==> src/rtl/sel_decode_pipe.sv <==
// Operand-select decode stage: one-hot class code -> select lookup, illegal-code
// flagging with a saturating error counter, and a 2-entry skid FIFO on the output.
module sel_decode_pipe #(
    parameter int                        NCLASS      = 10,
    parameter int                        NSEL        = 1,
    parameter logic [NCLASS*NSEL-1:0]    SEL_TABLE   = 10'b1111001111,
    parameter logic [NSEL-1:0]           ILLEGAL_SEL = {NSEL{1'b0}},
    parameter int                        ERR_W       = 8
) (
    input  logic              clk,
    input  logic              reset,
    input  logic              in_valid,
    output logic              in_ready,
    input  logic [NCLASS-1:0] in_code,
    output logic              out_valid,
    input  logic              out_ready,
    output logic [NSEL-1:0]   out_sel,
    output logic [NCLASS-1:0] out_code,
    output logic              out_illegal,
    input  logic              flush,
    input  logic              err_clr,
    output logic [ERR_W-1:0]  err_cnt
);

    localparam logic [ERR_W-1:0] ERR_MAX = {ERR_W{1'b1}};
    localparam logic [ERR_W-1:0] ERR_ONE = {{(ERR_W-1){1'b0}}, 1'b1};

    // True when exactly one bit of the code is set.
    function automatic logic is_one_hot(input logic [NCLASS-1:0] code);
        logic seen;
        logic multi;
        seen  = 1'b0;
        multi = 1'b0;
        for (int i = 0; i < NCLASS; i++) begin
            multi = multi | (seen & code[i]);
            seen  = seen | code[i];
        end
        return seen & ~multi;
    endfunction

    // OR of the table rows selected by the code; meaningful only for one-hot codes.
    function automatic logic [NSEL-1:0] lookup_sel(input logic [NCLASS-1:0] code);
        logic [NSEL-1:0] sel;
        sel = {NSEL{1'b0}};
        for (int i = 0; i < NCLASS; i++) begin
            sel = sel | (SEL_TABLE[i*NSEL +: NSEL] & {NSEL{code[i]}});
        end
        return sel;
    endfunction

    logic [NSEL-1:0]   mem_sel_r  [2];
    logic [NCLASS-1:0] mem_code_r [2];
    logic              mem_ill_r  [2];
    logic              wr_ptr_r;
    logic              rd_ptr_r;
    logic [1:0]        count_r;
    logic [ERR_W-1:0]  err_cnt_r;

    logic [NSEL-1:0]   dec_sel_s;
    logic              dec_ill_s;
    logic              push_s;
    logic              pop_s;

    assign in_ready  = (count_r != 2'd2);
    assign out_valid = (count_r != 2'd0);
    assign push_s    = in_valid & in_ready & ~flush;
    assign pop_s     = out_valid & out_ready & ~flush;
    assign err_cnt   = err_cnt_r;

    // Combinational decode of the incoming class code.
    always_comb begin
        dec_sel_s = ILLEGAL_SEL;
        dec_ill_s = 1'b1;
        if (is_one_hot(in_code)) begin
            dec_sel_s = lookup_sel(in_code);
            dec_ill_s = 1'b0;
        end else begin
            dec_sel_s = ILLEGAL_SEL;
            dec_ill_s = 1'b1;
        end
    end

    // FIFO storage, pointers and occupancy; flush voids both handshakes.
    always_ff @(posedge clk) begin
        if (reset) begin
            wr_ptr_r      <= 1'b0;
            rd_ptr_r      <= 1'b0;
            count_r       <= 2'd0;
            mem_sel_r[0]  <= {NSEL{1'b0}};
            mem_sel_r[1]  <= {NSEL{1'b0}};
            mem_code_r[0] <= {NCLASS{1'b0}};
            mem_code_r[1] <= {NCLASS{1'b0}};
            mem_ill_r[0]  <= 1'b0;
            mem_ill_r[1]  <= 1'b0;
        end else if (flush) begin
            wr_ptr_r <= 1'b0;
            rd_ptr_r <= 1'b0;
            count_r  <= 2'd0;
        end else begin
            if (push_s) begin
                mem_sel_r[wr_ptr_r]  <= dec_sel_s;
                mem_code_r[wr_ptr_r] <= in_code;
                mem_ill_r[wr_ptr_r]  <= dec_ill_s;
                wr_ptr_r             <= ~wr_ptr_r;
            end
            if (pop_s) begin
                rd_ptr_r <= ~rd_ptr_r;
            end
            case ({push_s, pop_s})
                2'b10:   count_r <= count_r + 2'd1;
                2'b01:   count_r <= count_r - 2'd1;
                default: count_r <= count_r;
            endcase
        end
    end

    // Saturating count of accepted illegal codes; clear beats increment.
    always_ff @(posedge clk) begin
        if (reset) begin
            err_cnt_r <= {ERR_W{1'b0}};
        end else if (err_clr) begin
            err_cnt_r <= {ERR_W{1'b0}};
        end else if (push_s && dec_ill_s && (err_cnt_r != ERR_MAX)) begin
            err_cnt_r <= err_cnt_r + ERR_ONE;
        end
    end

    // Head entry presented downstream, forced to zero while empty.
    always_comb begin
        out_sel     = {NSEL{1'b0}};
        out_code    = {NCLASS{1'b0}};
        out_illegal = 1'b0;
        if (count_r != 2'd0) begin
            out_sel     = mem_sel_r[rd_ptr_r];
            out_code    = mem_code_r[rd_ptr_r];
            out_illegal = mem_ill_r[rd_ptr_r];
        end else begin
            out_sel     = {NSEL{1'b0}};
            out_code    = {NCLASS{1'b0}};
            out_illegal = 1'b0;
        end
    end

endmodule
==> config.mk <==
export PLATFORM = sky130hd
export DESIGN_NAME = sel_decode_pipe
export DESIGN_NICKNAME = d
export VERILOG_FILES = /design/src/rtl/sel_decode_pipe.sv
export SDC_FILE = /design/constraint.sdc
export NUM_CORES = 1
export LEC_CHECK = 0
export CAP_MARGIN = 40
export CORE_MARGIN = 1.5
export CORE_UTILIZATION = 57
export CTS_BUF_LIST = sky130_fd_sc_hd__clkbuf_2
export DETAILED_ROUTE_END_ITERATION = 10
export PLACE_DENSITY = 0.91
export REMOVE_ABC_BUFFERS = 1
export SETUP_SLACK_MARGIN = 0.02
export SKIP_CTS_REPAIR_TIMING = 1
export SYNTH_ARGS = -nofsm -noshare
export SYNTH_HDL_FRONTEND = slang
export SYNTH_SLANG_ARGS = --single-unit
==> constraint.sdc <==
create_clock -name clk -period 3.67 [get_ports clk]
set_input_delay 1.101 -clock clk [delete_from_list [all_inputs] [get_ports clk]]
set_output_delay 1.101 -clock clk [all_outputs]
set_load 0.05 [all_outputs]
==> flow_results.xml <==
<?xml version="1.0" encoding="UTF-8"?>
<metrics>
  <group name="logic_synthesis">
    <metric name="post_synth_instance_area" unit="um2">1867</metric>
    <metric name="synth_area_per_cell" unit="um2">10.85</metric>
    <metric name="synth_seq_area_share" unit="%">52.55</metric>
    <metric name="synth-main-ff-cell" unit="">sky130_fd_sc_hd__edfxtp_1</metric>
    <metric name="synth_top_area_cell" unit="">sky130_fd_sc_hd__edfxtp_1</metric>
    <metric name="synth_enable_flop_cells" unit="">24</metric>
    <metric name="synth_top_cells_by_area" unit="">sky130_fd_sc_hd__edfxtp_1 (39%), sky130_fd_sc_hd__dfxtp_1 (14%), sky130_fd_sc_hd__and2_1 (7.7%)</metric>
    <metric name="ys_ff_latch" unit="">37</metric>
    <metric name="async_reset_ff_share" unit="%">0</metric>
    <metric name="syn-instance-count" unit="">172</metric>
    <metric name="synthDistinctLibCells" unit="">40</metric>
    <metric name="synth_largest_type_area_fraction" unit="%">38.61</metric>
    <metric name="synth_warnings" unit="">0</metric>
  </group>
  <group name="placed_design">
    <metric name="detailed_place_hpwl" unit="um">2812</metric>
    <metric name="gp_congestion" unit="">0.8110</metric>
    <metric name="pre_cts_ws" unit="ps">283.4</metric>
    <metric name="placement.io_buffers" unit="">37</metric>
  </group>
  <group name="detailed_routing">
    <metric name="via_count" unit="">1458</metric>
    <metric name="ant_nets" unit="">0</metric>
    <metric name="routed_length_per_placed_instance" unit="um">15.24</metric>
    <metric name="post-route-drc-count" unit="">0</metric>
    <metric name="drt_pre_antenna_iters" unit="">4</metric>
    <metric name="wirelength" unit="um">3931</metric>
    <metric name="drtIter0Drc" unit="">68</metric>
    <metric name="routed_via_count_divided_by_cell_count" unit="">5.651</metric>
  </group>
  <group name="sta">
    <metric name="final.period_utilization" unit="%">84.51</metric>
    <metric name="tightestPinTransition" unit="ps">692.5</metric>
    <metric name="slew_headroom" unit="%">53.83</metric>
    <metric name="worst_hold_slack" unit="ps">539.2</metric>
    <metric name="rsz0062_at_grt" unit="">no</metric>
    <metric name="finalSetupViolations" unit="">0</metric>
    <metric name="hold_viol_final" unit="">0</metric>
    <metric name="skew" unit="ps">23.14</metric>
    <metric name="period_minus_slack" unit="ps">3102</metric>
    <metric name="timing_max_transition_violations_final" unit="">0</metric>
    <metric name="setup_total_negative_slack" unit="ps">0</metric>
    <metric name="timing.final.ws_setup" unit="ps">568.5</metric>
    <metric name="fmax" unit="MHz">322.4</metric>
  </group>
  <group name="global_routing">
    <metric name="maximum_number_of_pins_on_one_net_before_global_route_repair" unit="">19</metric>
    <metric name="grt_pass1_wl" unit="um">6486</metric>
    <metric name="number_of_antenna_violations_at_the_first_check_in_global_routing" unit="">0</metric>
    <metric name="global_route.usage.total" unit="%">24.43</metric>
    <metric name="first_global_vias" unit="">1432</metric>
    <metric name="grt_overflow_total" unit="">0</metric>
  </group>
  <group name="final_layout">
    <metric name="antenna-diode-count" unit="">0</metric>
    <metric name="fillers" unit="">217</metric>
    <metric name="nNetsFinal" unit="">231</metric>
    <metric name="layout-area-overhead-vs-synth" unit="%">26.21</metric>
    <metric name="final_layout_size_suffix_gt1_share" unit="%">11.68</metric>
    <metric name="layout.core_utilization" unit="%">76.54</metric>
  </group>
  <group name="job">
    <metric name="maxCapViolCount" unit="">0</metric>
  </group>
  <group name="min_path">
    <metric name="min_path_cells" unit="">2</metric>
    <metric name="hold_class" unit="">reg2reg</metric>
  </group>
  <group name="clock_tree">
    <metric name="clock_insertion_delay_worst_skew" unit="ps">380</metric>
    <metric name="clk_path_buf_depth" unit="">2</metric>
    <metric name="clock_sink_count" unit="">37</metric>
    <metric name="numCtsBuffers" unit="">5</metric>
    <metric name="clock-root-buffer" unit="">sky130_fd_sc_hd__clkbuf_2</metric>
    <metric name="clk_pin_slew_worst_paths" unit="ps">180</metric>
    <metric name="htreeDepth" unit="">2</metric>
    <metric name="cts_tree" unit="">yes</metric>
  </group>
  <group name="worst_setup_path">
    <metric name="r2r.worst_path.cells" unit="">6</metric>
    <metric name="cp_max_fo" unit="">12</metric>
    <metric name="cp_slowest_stage_delay" unit="ps">810</metric>
    <metric name="crit_slowest_cell" unit="">sky130_fd_sc_hd__clkdlybuf4s50_1</metric>
    <metric name="worst_setup_path_end_kind" unit="">output pin</metric>
    <metric name="cp_data_arrival_time" unit="ps">2000</metric>
    <metric name="required" unit="ps">2570</metric>
    <metric name="path_cells" unit="">buf_4, mux2i_1, nor2_1, clkdlybuf4s50_1</metric>
    <metric name="startpoint_type" unit="">flip-flop</metric>
    <metric name="criticalPathCategory" unit="">reg2out</metric>
  </group>
  <group name="power_and_ir_drop">
    <metric name="p_seq_share" unit="%">57.5</metric>
    <metric name="cellInternalPower" unit="mW">0.6155</metric>
    <metric name="max-vdd-ir-drop" unit="V">0.0002187</metric>
    <metric name="power.share.combinational" unit="%">11.9</metric>
    <metric name="power_density" unit="nW/um2">343.0</metric>
    <metric name="leakagePower" unit="nW">0.8083</metric>
    <metric name="fraction_of_power_spent_switching_nets" unit="%">23.83</metric>
    <metric name="power.share.clock" unit="%">30.6</metric>
    <metric name="switching_power" unit="mW">0.1925</metric>
  </group>
  <group name="floorplanning">
    <metric name="floorplan.initialDensity" unit="%">60.65</metric>
    <metric name="vert_die_dim" unit="um">60.23</metric>
    <metric name="num_rows" unit="">20</metric>
    <metric name="io-pin-count" unit="">38</metric>
    <metric name="core" unit="um2">3078</metric>
    <metric name="chipWidth" unit="um">60.23</metric>
    <metric name="floorplan.die_area" unit="um2">3628</metric>
  </group>
  <group name="outcome">
    <metric name="run_status" unit="">completed</metric>
  </group>
</metrics>
-- logic make-up (layout without fill, tap and decap cells) --
| group | count (synthesis) | in the layout | synth area share [%] |
|---|---|---|---|
| and+or+nand+nor | 78 | 78 | 23.26 |
| DFF | 37 | 37 | 52.55 |
| AOI/OAI and AO/OA | 28 | 28 | 11.66 |
| muxes | 12 | 12 | 6.435 |
| buffers and inverters | 10 | 52 | 2.413 |
| xor gates and xnor gates | 5 | 5 | 2.346 |
| adders and majority gates | 2 | 2 | 1.340 |
-- Yosys cell counts (all sizes together) (4+ instances only) --
master and n:
and2 23, o21ai 8, mux2i 12, nor3 6, nor2b 4, dfxtp 13
nor2 18, nand2 4, edfxtp 24, a21oi 10, clkbuf 5, or3 7
-- power groups by stage --
stage               registers (mW)  clock network (mW)  logic, mW
floorplan                    0.475                   0     0.0489
global placement             0.473                   0     0.0927
detailed placement           0.474                   0     0.0963
CTS                          0.465               0.247     0.0966
global route                 0.467               0.259      0.104
finish                       0.465               0.247     0.0961
-- final timing paths --
kind	startpoint	endpoint	slack [ps]
hold reg to reg	err_cnt[4]	err_cnt[4]	540
setup / recovery	flip-flop	out_illegal	570
hold / removal	err_cnt[4]	err_cnt[4]	540
setup reg to reg	err_cnt[2]	err_cnt[6]	1760
-- final cells by class --
| cell class | instances | area, um2 | share of cell area [%] |
|---|---|---|---|
| Sequential cell | 37 | 980.9 | 41.64 |
| Multi-Input combinational cell | 125 | 840.8 | 35.69 |
| Timing Repair Buffer | 42 | 407.9 | 17.31 |
| Tap cell | 44 | 55.05 | 2.337 |
| Clock inverter | 2 | 33.78 | 1.434 |
| Clock buffer | 6 | 30.03 | 1.275 |
| Inverter | 2 | 7.507 | 0.3186 |
-- layer usage --
| layer | vias to the layer above | global-route usage (%) | wire [um] |
|---|---|---|---|
| li1 | 707 | - | - |
| met1 | 690 | 27.99 | 1608 |
| met2 | 54 | 43.32 | 2040 |
| met3 | 7 | 5.844 | 237 |
| met4 | 0 | 9.841 | 44 |
| met5 | - | 0 | 0 |
-- layout by cell type, fill, tap and decap left out, drive strengths merged, types with 2 or more instances in the layout --
| master | synthesis | routed |
|---|---|---|
| clkdlybuf4s50 | 0 | 37 |
| edfxtp | 24 | 24 |
| and2 | 23 | 23 |
| nor2 | 18 | 18 |
| dfxtp | 13 | 13 |
| mux2i | 12 | 12 |
| a21oi | 10 | 10 |
| o21ai | 8 | 8 |
| or3 | 7 | 7 |
| nor3 | 6 | 6 |
| clkbuf | 5 | 6 |
| buf | 3 | 5 |
| nand2 | 4 | 4 |
| nor2b | 4 | 4 |
| xor2 | 3 | 3 |
| nand3 | 3 | 3 |
| nor4 | 3 | 3 |
| inv | 2 | 2 |
| nand3b | 2 | 2 |
| or2 | 2 | 2 |
| nand4 | 2 | 2 |
| xnor2 | 2 | 2 |
| ha | 2 | 2 |
| a2111oi | 2 | 2 |
-- flip-flops by register name, indices dropped and copies added, names as in the netlist, named ones only --
register	flops
rd_ptr_r	1
err_cnt	8
count_r	2
wr_ptr_r	1
mem_code_r	20
mem_sel_r	2
mem_ill_r	2
-- worst max-delay path, delay by kind of cell, from the launching register on --
kind,cells,cell delay [ps]
DFF,1,340
and+or+nand+nor,1,110
buffers and inverters,2,1040
muxes,1,120
-- metrics by stage --
stage | instances | power (mW) | instance area, um2
after floorplan | 164 | 0.5235 | 1829
after global placement | 250 | 0.5654 | 2292
after detailed placement | 250 | 0.5706 | 2292
after CTS | 258 | 0.8087 | 2356
after global routing | 258 | 0.8297 | 2356
final | 258 | 0.8080 | 2356
No activity file was read; power rests on OpenSTA's default activity.
